**config.mk**
```make
export PLATFORM = sky130hd
export DESIGN_NAME = draw_scheduler
export DESIGN_NICKNAME = d
export VERILOG_FILES = /design/src/rtl/draw_scheduler.sv
export SDC_FILE = /design/constraint.sdc
export NUM_CORES = 1
export LEC_CHECK = 0
export BUFFER_PORTS_ARGS = -buffer_cell sky130_fd_sc_hd__buf_2
export CORE_AREA = 2 2 39 41
export CTS_CLUSTER_DIAMETER = 60
export DETAILED_ROUTE_END_ITERATION = 10
export DIE_AREA = 0 0 41 43
export PLACE_DENSITY = 0.62
export SLEW_MARGIN = 40
export SYNTH_ARGS = -nofsm -noshare
export SYNTH_HDL_FRONTEND = slang
export SYNTH_SLANG_ARGS = --single-unit
```
**constraint.sdc**
```tcl
create_clock -name clock -period 3.05 [get_ports clock]
set_input_delay 0.1525 -clock clock [delete_from_list [all_inputs] [get_ports clock]]
set_output_delay 0.1525 -clock clock [all_outputs]
set_load 0.01 [all_outputs]
```
**src/rtl/draw_scheduler.sv**
```systemverilog
// rtl/draw_scheduler.sv - grants the shared VGA pixel port to the four draw FSMs in turn.
// Optional DRAW_TIMEOUT_EN: force-retire a job that never signals done and flag timeout_err.
module draw_scheduler #(
  parameter int TIMEOUT_CYCLES = 400000,
  parameter int TO_W           = 19
) (
  input  logic       clock,
  input  logic       resetn,
  input  logic       req_screen,
  input  logic       req_money,
  input  logic       req_action,
  input  logic       req_gameover,
  input  logic       abort,
  input  logic       done_s,
  input  logic       done_m,
  input  logic       done_a,
  input  logic       done_g,
  output logic       go_screen,
  output logic       go_money,
  output logic       go_action,
  output logic       go_gameover,
  output logic [1:0] grant_sel,
  output logic       busy,
  output logic [3:0] pending,
  output logic       frame_done,
  output logic       timeout_err
);

  typedef enum logic [1:0] {S_IDLE, S_ISSUE, S_WAIT} state_t;

  state_t     state_q, state_d;
  logic [3:0] pending_q, pending_d, clr, req_vec, done_vec, go_vec;
  logic [1:0] grant_q, grant_d, winner;
  logic       frame_done_q, frame_done_d;
  logic       done_match, to_hit, retire;

  // Bit order everywhere is {gameover, action, money, screen}, matching grant_sel encoding.
  assign req_vec    = {req_gameover, req_action, req_money, req_screen};
  assign done_vec   = {done_g, done_a, done_m, done_s};
  assign done_match = done_vec[grant_q];
  assign retire     = done_match | to_hit;

  always_comb begin
    if (pending_q[3])      winner = 2'd3;
    else if (pending_q[0]) winner = 2'd0;
    else if (pending_q[1]) winner = 2'd1;
    else                   winner = 2'd2;
  end

  always_comb begin
    state_d      = state_q;
    grant_d      = grant_q;
    clr          = 4'b0000;
    frame_done_d = 1'b0;
    case (state_q)
      S_IDLE: begin
        if (pending_q != 4'b0000) begin
          state_d = S_ISSUE;
          grant_d = winner;
          clr     = 4'b0001 << winner;
        end
      end
      S_ISSUE: state_d = S_WAIT;
      S_WAIT: begin
        if (retire) begin
          state_d      = S_IDLE;
          frame_done_d = ((pending_q | req_vec) == 4'b0000);
        end
      end
      default: state_d = S_IDLE;
    endcase
    pending_d = (pending_q & ~clr) | req_vec;
    if (abort) begin
      state_d      = S_IDLE;
      pending_d    = 4'b0000;
      frame_done_d = 1'b0;
    end
  end

  always_ff @(posedge clock or negedge resetn) begin
    if (!resetn) begin
      state_q      <= S_IDLE;
      pending_q    <= 4'b0000;
      grant_q      <= 2'd0;
      frame_done_q <= 1'b0;
    end else begin
      state_q      <= state_d;
      pending_q    <= pending_d;
      grant_q      <= grant_d;
      frame_done_q <= frame_done_d;
    end
  end

`ifdef DRAW_TIMEOUT_EN
  logic [TO_W-1:0] to_cnt_q, to_cnt_d;
  logic            timeout_err_q, timeout_err_d;

  assign to_hit = (state_q == S_WAIT) && (to_cnt_q == TO_W'(TIMEOUT_CYCLES - 1));

  always_comb begin
    to_cnt_d = to_cnt_q;
    if (state_q == S_ISSUE)     to_cnt_d = '0;
    else if (state_q == S_WAIT) to_cnt_d = to_cnt_q + TO_W'(1);
    timeout_err_d = timeout_err_q | (to_hit & ~done_match);
    if (abort) timeout_err_d = 1'b0;
  end

  always_ff @(posedge clock or negedge resetn) begin
    if (!resetn) begin
      to_cnt_q      <= '0;
      timeout_err_q <= 1'b0;
    end else begin
      to_cnt_q      <= to_cnt_d;
      timeout_err_q <= timeout_err_d;
    end
  end

  assign timeout_err = timeout_err_q;
`else
  wire unused_cfg = (TIMEOUT_CYCLES > 0) && (TO_W > 0);
  assign to_hit      = 1'b0;
  assign timeout_err = 1'b0;
`endif

  // go is decoded from state so it lines up exactly with the ISSUE cycle.
  assign go_vec      = ((state_q == S_ISSUE) && !abort) ? (4'b0001 << grant_q) : 4'b0000;
  assign go_screen   = go_vec[0];
  assign go_money    = go_vec[1];
  assign go_action   = go_vec[2];
  assign go_gameover = go_vec[3];
  assign grant_sel   = grant_q;
  assign busy        = (state_q != S_IDLE);
  assign pending     = pending_q;
  assign frame_done  = frame_done_q;

endmodule

```
==> out/results.ini <==
[layout]
antennaDiodeCount=0
final_common_cell=buf_2
nNetsFinal=85
syn_to_final_growth_pct=33.70
final_cells=89
layout-drive-gt1-share_pct=38.36
layout_common_cells=buf_2 (22), dfrtp_1 (9), nor2_1 (7)
finalCoreUtilization_pct=44.48

[timing]
rsz0062_at_grt=no
setup_viol=0
fin_crit_sh_pct=53.57
fmax_mhz=612.0
min_period_ns=1.634
finalMaxSlewViolations=0
finalClockSkew_ns=0.004073
hold_ws_ns=0.1227
hold_violations=0
tns_ns=0

[logic_synthesis]
synth_cells=48
synth_area_um2=460.4
ys_ff_latch=9
synth_top_family_by_area=simple AND/OR/NAND/NOR gates
yosys-mux-area-fraction_pct=4.891
synthAdderAreaFrac_pct=0
synth_simple_gate_area_share_pct=31.79
synth_compound_area_share_pct=10.33
synth_xor_area_share_pct=0
syn-num-nets=59
ys_warn_count=0
synth_area_per_cell_um2=9.593
ys_seq_area_share_pct=48.91
ys_types=22

[detailed_routing]
vias_per_cell=5.393
dr.pass1.iters=4
ant_nets=0
route.detailed.drc=0
drt-initial-drc-count=12
wl_um=1211
num_vias=480
post_drt_wl_per_cell_um=13.61

[setup_path]
regToRegSetupSlack_ns=1.45
crit_path_end_kind=output port
crit_arrival_ns=1.48
path_max_fanout=6
worstPathRequired_ns=2.90
critPathLaunchType=flop
setup.worst_path.class=flop to output port

[cts]
cts_tree=done
cts_inserted_buffers=3
clk_latency_ns=0.26
clkSinkCount=9
clockRootBuffer=clkbuf_4
hold_buffers=1
cts.path.max_buffers=2
cts_resized=0
htreeDepth=1
path_clk_slew_ns=0.06
post_cts_buffers=0

[power]
power_leakage_nw=0.3077
ir_drop_mv=0.2840
cellPowerDensity_nw_per_um2=586.2

[floorplanning]
dieArea_um2=1763
placementRows=14
start_util_pct=33.27
core_um2=1384
die_x_um=41
die_y_um=43
ios=24

[job]
drv_cap=0

[place]
gp_congestion=0.7493
dp.cells=84
port-buffer-count=22
dp_hpwl_um=872.5

[grt]
grt_max_degree=10
grt-ovfl-total=0
track_usage_pct=16.92
grt_pass1_wl_um=1925
antenna_found_initial=0
grt_pass1_vias=428

[outcome]
status=finished clean

[hold_path]
hp-class=input pin to flop

## registers in the layout (all words and copies together), names as in the netlist
register and cells:
state_q 2, grant_sel 2, frame_done 1, pending 4
## stage by stage
stage	power (mW)	setup WS (ns)	cell area, um2
final	0.3609	1.416	615.6
after global placement	0.2645	1.528	579.3
after detailed placement	0.2669	1.466	579.3
after floorplan	0.2247	1.514	460.4
after global routing	0.3850	1.344	615.6
after CTS	0.3657	1.407	615.6
## layout make-up
class,count,area [um2]
fill,141,768.2
inverter,1,3.754
clock buffer,4,26.28
multi-input combinational,36,220.2
tap,16,20.02
timing repair buffer,23,120.1
sequential,9,225.2
## power by group
part	switching [mW]	total (mW)	internal (mW)
Combinational	0.0499	0.101	0.0510
Sequential	0.0303	0.166	0.136
Clock	0.0433	0.0938	0.0505
Total	0.123	0.361	0.237
## per-layer routing
metal | vias up | share of wire [%] | GRT usage (%)
met5 | - | 0 | 0
met4 | 0 | 2.8 | 15.33
met3 | 6 | 10 | 2.094
met2 | 35 | 47 | 24.06
met1 | 217 | 40 | 20.95
li1 | 222 | - | -
## cell usage after synthesis
library cell | n | area share, %
and3_1 | 1 | 1.4
a21oi_1 | 4 | 4.3
nor4b_1 | 1 | 1.9
mux4_2 | 1 | 4.9
conb_1 | 1 | 0.81
or3b_1 | 1 | 1.9
buf_4 | 1 | 1.6
inv_1 | 1 | 0.81
nor2b_1 | 1 | 1.4
or3_1 | 1 | 1.4
dfrtp_1 | 9 | 49
nand2_1 | 1 | 0.81
nor2_1 | 7 | 5.7
nor4_1 | 2 | 2.7
o22a_1 | 2 | 3.8
nor3_1 | 6 | 6.5
or2_2 | 1 | 1.4
and4_2 | 1 | 2.2
nand2b_1 | 1 | 1.4
clkbuf_1 | 1 | 0.81
o21ai_0 | 2 | 2.2
nor3b_1 | 2 | 3.3
## worst max-delay path: stages (launching register included)
cell	delay (ns)
dfrtp_1	0.42
nand2b_1	0.17
or2_2	0.29
nor3b_1	0.17
buf_2	0.16
## logic make-up after synthesis
group,after synthesis
muxes,1
other,1
buffers and inverters,3
AOI/OAI and AO/OA,8
DFF,9
and+or+nand+nor,26
## final timing paths
kind,endpoint,startpoint,cells past startpoint
min reg2reg,grant_sel[1],pending[3],1
min,pending[3],req_gameover,3
max in group asynchronous,pending[2],resetn,2
max reg2reg,state_q[1],grant_sel[0],3
min in group asynchronous,pending[3],resetn,2
max,go_money,state_q[1],4
Power figures use the tool's default switching activity.
